===== src/rtl/ul_nibble_seq_pkg.sv =====
// Shared definitions for the nibble-serial logic sequencer: ul4 opcodes,
// FSM state encoding and the index-width helper.
package ul_nibble_seq_pkg;

  localparam logic [1:0] UL_AND = 2'b00;
  localparam logic [1:0] UL_OR  = 2'b01;
  localparam logic [1:0] UL_XOR = 2'b10;
  localparam logic [1:0] UL_NOT = 2'b11;

  typedef enum logic [1:0] {
    ST_IDLE = 2'd0,
    ST_RUN  = 2'd1,
    ST_DONE = 2'd2
  } state_t;

  // A single-nibble sequencer still needs a 1-bit index register.
  function automatic int idx_width(input int nibbles);
    return (nibbles > 1) ? $clog2(nibbles) : 1;
  endfunction

endpackage


===== src/rtl/ul_nibble_seq_ul4.sv =====
// 4-bit logic unit: AND, OR, XOR or NOT A, selected by S.
module ul_nibble_seq_ul4
  import ul_nibble_seq_pkg::*;
(
  input  logic [3:0] A,
  input  logic [3:0] B,
  input  logic [1:0] S,
  output logic [3:0] Out
);

  always_comb begin
    Out = 4'h0;
    case (S)
      UL_AND:  Out = A & B;
      UL_OR:   Out = A | B;
      UL_XOR:  Out = A ^ B;
      UL_NOT:  Out = ~A;
      default: Out = 4'h0;
    endcase
  end

endmodule


===== src/rtl/ul_nibble_seq.sv =====
// Runs one W-bit logic operation through a single 4-bit ul4, one nibble per
// clock, and returns the assembled result on a valid/ready response port.
module ul_nibble_seq
  import ul_nibble_seq_pkg::*;
#(
  parameter int NIBBLES = 4
) (
  input  logic                 clk,
  input  logic                 reset_n,
  input  logic                 req_valid,
  output logic                 req_ready,
  input  logic [4*NIBBLES-1:0] req_a,
  input  logic [4*NIBBLES-1:0] req_b,
  input  logic [1:0]           req_op,
  output logic                 rsp_valid,
  input  logic                 rsp_ready,
  output logic [4*NIBBLES-1:0] rsp_out,
  output logic                 rsp_zero,
  output logic                 busy
);

  localparam int W     = 4 * NIBBLES;
  localparam int IDX_W = idx_width(NIBBLES);
  localparam logic [IDX_W-1:0] IDX_LAST = IDX_W'(NIBBLES - 1);

  state_t           state_reg, state_next;
  logic [IDX_W-1:0] idx_reg, idx_next;
  logic [W-1:0]     a_reg, b_reg;
  logic [1:0]       op_reg;
  logic [W-1:0]     result_reg, result_next;
  logic             zero_reg, zero_next;

  logic             accept, step, last;
  logic [3:0]       a_nib_arr [NIBBLES];
  logic [3:0]       b_nib_arr [NIBBLES];
  logic [3:0]       a_nib, b_nib, ul_out;

  // Nibble views of the captured operands.
  for (genvar gi = 0; gi < NIBBLES; gi++) begin : g_nib_view
    assign a_nib_arr[gi] = a_reg[4*gi +: 4];
    assign b_nib_arr[gi] = b_reg[4*gi +: 4];
  end

  always_comb begin
    a_nib = 4'h0;
    b_nib = 4'h0;
    for (int i = 0; i < NIBBLES; i++) begin
      if (idx_reg == IDX_W'(i)) begin
        a_nib = a_nib_arr[i];
        b_nib = b_nib_arr[i];
      end
    end
  end

  ul_nibble_seq_ul4 u_ul4 (
    .A   (a_nib),
    .B   (b_nib),
    .S   (op_reg),
    .Out (ul_out)
  );

  always_comb begin
    state_next = state_reg;
    idx_next   = idx_reg;
    accept     = 1'b0;
    step       = 1'b0;
    last       = 1'b0;
    case (state_reg)
      ST_IDLE: begin
        if (req_valid) begin
          accept     = 1'b1;
          idx_next   = '0;
          state_next = ST_RUN;
        end
      end
      ST_RUN: begin
        step = 1'b1;
        if (idx_reg == IDX_LAST) begin
          last       = 1'b1;
          idx_next   = '0;
          state_next = ST_DONE;
        end else begin
          idx_next = idx_reg + 1'b1;
        end
      end
      ST_DONE: begin
        if (rsp_ready) state_next = ST_IDLE;
      end
      default: begin
        idx_next   = '0;
        state_next = ST_IDLE;
      end
    endcase
  end

  // Each result nibble has its own write enable; a new request clears all of them.
  for (genvar gi = 0; gi < NIBBLES; gi++) begin : g_result_nib
    assign result_next[4*gi +: 4] =
      accept                               ? 4'h0   :
      (step && (idx_reg == IDX_W'(gi)))    ? ul_out :
                                             result_reg[4*gi +: 4];
  end

  // The zero flag looks at the fully assembled word, including the nibble being written.
  assign zero_next = accept ? 1'b0 : (last ? ~|result_next : zero_reg);

  always_ff @(posedge clk or negedge reset_n) begin
    if (!reset_n) begin
      state_reg  <= ST_IDLE;
      idx_reg    <= '0;
      a_reg      <= '0;
      b_reg      <= '0;
      op_reg     <= UL_AND;
      result_reg <= '0;
      zero_reg   <= 1'b0;
    end else begin
      state_reg  <= state_next;
      idx_reg    <= idx_next;
      result_reg <= result_next;
      zero_reg   <= zero_next;
      if (accept) begin
        a_reg  <= req_a;
        b_reg  <= req_b;
        op_reg <= req_op;
      end
    end
  end

  assign req_ready = (state_reg == ST_IDLE);
  assign rsp_valid = (state_reg == ST_DONE);
  assign busy      = (state_reg != ST_IDLE);
  assign rsp_out   = result_reg;
  assign rsp_zero  = zero_reg;

endmodule


===== config.mk =====
export PLATFORM = sky130hd
export DESIGN_NAME = ul_nibble_seq
export DESIGN_NICKNAME = d
export VERILOG_FILES = /design/src/rtl/ul_nibble_seq_pkg.sv /design/src/rtl/ul_nibble_seq_ul4.sv /design/src/rtl/ul_nibble_seq.sv
export SDC_FILE = /design/constraint.sdc
export NUM_CORES = 1
export LEC_CHECK = 0
export BUFFER_PORTS_ARGS = -buffer_cell sky130_fd_sc_hd__buf_2
export CAP_MARGIN = 20
export CORE_MARGIN = 2
export CORE_UTILIZATION = 25
export DETAILED_ROUTE_END_ITERATION = 12
export GPL_TIMING_DRIVEN = 0
export MAX_ROUTING_LAYER = met4
export SETUP_SLACK_MARGIN = 0.2
export SYNTH_ARGS = -nofsm -noshare
export SYNTH_HDL_FRONTEND = slang
export SYNTH_SLANG_ARGS = --single-unit

===== constraint.sdc =====
create_clock -name clk -period 8.7 [get_ports clk]
set_clock_uncertainty 0.2 [all_clocks]
set_input_delay 0.435 -clock clk [delete_from_list [all_inputs] [get_ports clk]]
set_output_delay 0.435 -clock clk [all_outputs]
set_load 0.005 [all_outputs]

Word-level counts from Yosys, hierarchy flattened:

Index checks and enable logic that the tools add are counted.
Widths: inputs -> output; s select.

* flip-flop bits (word level): 55
* bits in latches: 0
* bits of input ports: 38
* output and inout port bits: 20
* ROM bits: 0
* memory bits (writable): 0
* memories: 0

* magnitude comparators: 0
* shift-type cells: 0
* divide/modulo/power cells: 0
* multiplexer cells: 31
* bitwise operators: 5
* eq/ne operators: 11
* reduce and logical (&&, ||, !) cells: 13
* multiply operators: 0
* add/subtract/negate cells: 1

Operators with widths (count)
* $mux 4: 16
* $pmux 4 s4: 1
* $reduce_or 16->1: 1
* $pmux 2 s3: 2
* $eq 2x2->1 const B: 5
* $mux 2: 5
* $mux 1: 7
* $eq 2x1->1 const B: 3
* $logic_not 2->1: 3
* $and 4x4->4: 1
* $logic_and 1x1->1: 4
* $ne 2x2->1 const B: 2
* $not 4->4: 1
* $or 4x4->4: 1
* $reduce_bool 2->1: 2
* $xor 4x4->4: 1
* $reduce_and 3->1: 1
* $add 2x1->2 const B: 1
* $ne 2x1->1 const B: 1
* $reduce_and 2->1: 1
* $logic_not 1->1: 1
* $not 1->1: 1

Depth between registers and ports, before layout:

* depth after elaboration: 13
* gate-level depth with buffers: 15
* gate-level depth less buffers: 15

Cells and area by module:

A second synthesis with hierarchy kept.

* cell total of the unflattened synthesis: 249
* area, all modules: 2864.0 µm²

Modules (own cells, without submodules)
* ul_nibble_seq: cells an instance 225, seq. area each 1376.3 µm², area an instance 2613.8 µm², instances 1
* ul_nibble_seq_ul4: cells an instance 24, seq. area each 0.0 µm², area an instance 250.2 µm², instances 1

Worst setup path before layout:

No wires, ideal clock.

* path kind: register to register
* start: reg idx_reg[1]
* end: reg zero_reg (netlist: rsp_zero)
* data arrival time: 2716 ps
* setup slack: 5717 ps
* cell stages (with the launch flop): 16
* clock period less this slack: 2983 ps
* buffers on the path: 0
* path through: dfrtp_1 -> inv_1 -> ha_1 -> and2b_2 -> a22oi_1 -> nor2_1 -> a21oi_1 -> nor2_1 -> a21o_1 -> ha_1 -> or2_2 -> a21oi_1 -> a211oi_1 -> a311oi_1 -> a41o_1 -> a41o_1

* longest elaborated chain between the ends: 13

Ends and longest elaborated chain
* from (decl): RTL line ul_nibble_seq.sv:27 `logic [IDX_W-1:0] idx_reg, idx_next;`
* from (signal assigned): RTL line ul_nibble_seq.sv:118 `idx_reg <= idx_next;`
* $logic_not 2->1: RTL line ul_nibble_seq.sv:48, ul_nibble_seq.sv:100
* $mux 4 (4 in a row): RTL line ul_nibble_seq.sv:48 `if (idx_reg == IDX_W'(i)) begin`
* $xor 4x4->4 (tied with other cells): RTL line ul_nibble_seq_ul4.sv:16 `UL_XOR: Out = A ^ B;`
* $pmux 4 s4: RTL line ul_nibble_seq_ul4.sv:13 `case (S)`
* $mux 4: RTL line ul_nibble_seq.sv:100 `(step && (idx_reg == IDX_W'(gi))) ? ul_out :`
* $mux 4: RTL line ul_nibble_seq.sv:99 `accept ? 4'h0 :`
* $reduce_or 16->1: RTL line ul_nibble_seq.sv:105 `assign zero_next = accept ? 1'b0 : (last ? ~|result_next : zero_reg);`
* $logic_not 1->1: RTL line ul_nibble_seq.sv:105
* $mux 1 (2 in a row): RTL line ul_nibble_seq.sv:105
* to (signal assigned): RTL line ul_nibble_seq.sv:120 `zero_reg <= zero_next;`
* to (decl): RTL line ul_nibble_seq.sv:31 `logic zero_reg, zero_next;`

Parallel ways exist; a longest one is shown, timed or not. The select of a mux whose other input is x is not followed.
A chain may end at the register's enable or synchronous reset.

Final worst setup path:

Ends and elaborated chain as after synthesis.

==> results.toml <==
[outcome]
run_status = "completed"

[synth]
synth_compound_area_share_pct = 16.5
synth_top_area_share_pct = 47.0
synth.avg_cell_area_um2 = 11.1
ys.flop_type = "dfrtp_1"
synth_nets = 314
synth_fa_ha_area_share_pct = 5.12
synth_area_leaders = "dfrtp_1 (47%), mux2_2 (13%), ha_1 (5.1%), nor2_1 (3.6%), a21oi_1 (3.1%)"
muxShareOfSynthArea_pct = 14.1
postSynthCellCount = 264
yosysTopAreaCell = "dfrtp_1"
synth.distinct_cells = 45
yosysSeqAreaShare_pct = 47.0
yosys.area_share.simple_pct = 12.6
synth_top_family_by_area = "compound AO/OA/AOI/OAI gates"
synth_area_um2 = 2930
yosysWarnings = 0
synth_xor_area_share_pct = 0
ys_async_sr_fraction_pct = 100
synth_edf_count = 0
ys_ff_latch = 55

[global_routing]
busiest_layer = "met2"
antenna_found_initial = 0
met2_usage_pct = 17.7
grt_util_met1_pct = 15.4
grt_pass1_wl_mm = 11.2
overflow = 0
grt_pass1_vias = 2186
grt_max_degree = 32
grtUsageTotal_pct = 11.5
use_met3_pct = 2.59

[detailed_routing]
totalWireLength_mm = 6.80
first_pass_iters = 4
drtIter0Drc = 110
antenna_left = 0
wl_per_cell_um = 14.3
route.detailed.drc = 0
drt-vias-per-instance = 4.59
via_count = 2177

[sta]
fin_ws_ps = 5310
worstMarginPinSlew_ps = 916
slew_viol_final = 0
fmax_mhz = 295
rsz0062_at_grt = "no"
layout_min_cycle_time_ps = 3390
fin_crit_sh_pct = 38.9
setup_viol = 0
tns_ps = 0
hold_viol = 0
slew_headroom_pct = 39.0

[pwr]
powerDensity_nw_per_um2 = 409
total_power_uw = 1470
p_leak_uw = 0.00166
ir_worst_vdd_v = 0.000157

[die]
coreArea_um2 = 11400
rows = 39
die_h_um = 112
pin_count = 58
start_util_pct = 25.7
design.die.area_um2 = 12600
die_w_um = 112

[finish]
num_antenna_cells = 0
design_area_um2 = 3600
fin_nets = 380
layout-drive-gt1-share_pct = 38.1
final_util_pct = 31.5
area_growth_pct = 22.7

[hold_path]
hp-class = "primary input to flip-flop"

[placed_design]
gp_congestion = 0.837
hpwl_mm = 5.33
dpl-instance-area_um2 = 3410
place_ws_ps = 5360
port_buffers = 57

[clocking]
cts_buffer_depth = 2
cts_buffers = 5
cts_tree = "done"
cts-root-buf = "clkbuf_16"
ctsResizeCount = 0
clkLatencyLatePin_ps = 300
htree_levels = 2
clock-sinks = 55
clk_pin_slew_ps = 70

[critical_path]
cp-start-kind = "flip-flop"
arrival_ps = 3420
crit_type = "flip-flop to flip-flop"
required_ps = 8730
crit_fanout = 6
worst_setup_path_end_kind = "flip-flop"

[flow_run]
drv_cap = 0
layer usage:
| layer | routed length (um) | vias to the layer above |
|---|---|---|
| met1 | 3310 | 1046 |
| li1 | - | 1064 |
| met5 | 0 | - |
| met2 | 3050 | 60 |
| met3 | 354 | 7 |
| met4 | 89 | 0 |
cells in the mapped netlist (5+ instances only):
| master | n |
|---|---|
| nor2_1 | 28 |
| nand2_1 | 21 |
| mux2_2 | 34 |
| a211oi_1 | 11 |
| a22oi_1 | 5 |
| a21oi_1 | 18 |
| buf_2 | 8 |
| inv_1 | 11 |
| and2_1 | 5 |
| ha_1 | 12 |
| dfrtp_1 | 55 |
power by group:
group | total [uW] | switching (uW) | internal, uW
registers | 462 | 82.4 | 379
clock network | 236 | 99.0 | 137
logic | 772 | 414 | 358
total | 1470 | 596 | 875
final timing paths:
path	start	to	slack [ps]	cells past startpoint
max	idx_reg[1]	rsp_zero	5310	15
min	rsp_ready	state_reg[1]	120	2
max reg2reg	idx_reg[1]	rsp_zero	5310	15
min reg2reg	a_reg[6]	a_reg[6]	310	1
max in group asynchronous	reset_n	a_reg[12]	7250	3
min in group asynchronous	reset_n	rsp_out[3]	480	2
logic make-up (layout without fill, tap and decap cells):
family                     count (synthesis)  after routing
and+or+nand+nor                           72             72
muxes                                     37             37
buffers and inverters                     28             95
AOI/OAI and AO/OA                         60             60
adders and majority gates                 12             12
DFF                                       55             55
stage by stage:
| stage | hold WS (ps) | instances |
|---|---|---|
| floorplan | -60.6 | 264 |
| global placement | 290 | 464 |
| detailed placement | 283 | 465 |
| CTS | 109 | 474 |
| global route | 127 | 474 |
| finish | 117 | 474 |
layout by cell type, fill, tap and decap left out, types with 11 or more instances in the layout:
cell / n
ha_1: 12
a21oi_1: 18
nor2_1: 28
a211oi_1: 11
buf_2: 65
nand2_1: 21
mux2_2: 34
inv_1: 11
dfrtp_1: 55
cell type report:
| class | instances | area (um2) |
|---|---|---|
| clock buffers | 5 | 125 |
| repair buffers | 59 | 315 |
| clock inverters | 3 | 46.3 |
| fillers | 1185 | 7820 |
| plain buffers | 17 | 96.3 |
| multi-input cells | 181 | 1420 |
| well taps | 143 | 179 |
| inverters | 11 | 41.3 |
| flip-flops and latches | 55 | 1380 |
repair_timing:
item                      CTS  global route
hold endpoints to repair   24             0
buffers inserted            0             0
hold buffers                1             0
critical path, stage by stage, from the launching register on:
cell and delay, ps:
dfrtp_1 420, inv_1 100, ha_1 250, and2b_2 300
a22oi_1 180, nor2_1 60, a21oi_1 130, nor2_1 70
a21o_1 180, ha_1 170, or2_2 290, a21oi_1 230
a211oi_1 80, a311oi_1 300, a41o_1 210, a41o_1 160
Power figures use the tool's default switching activity.
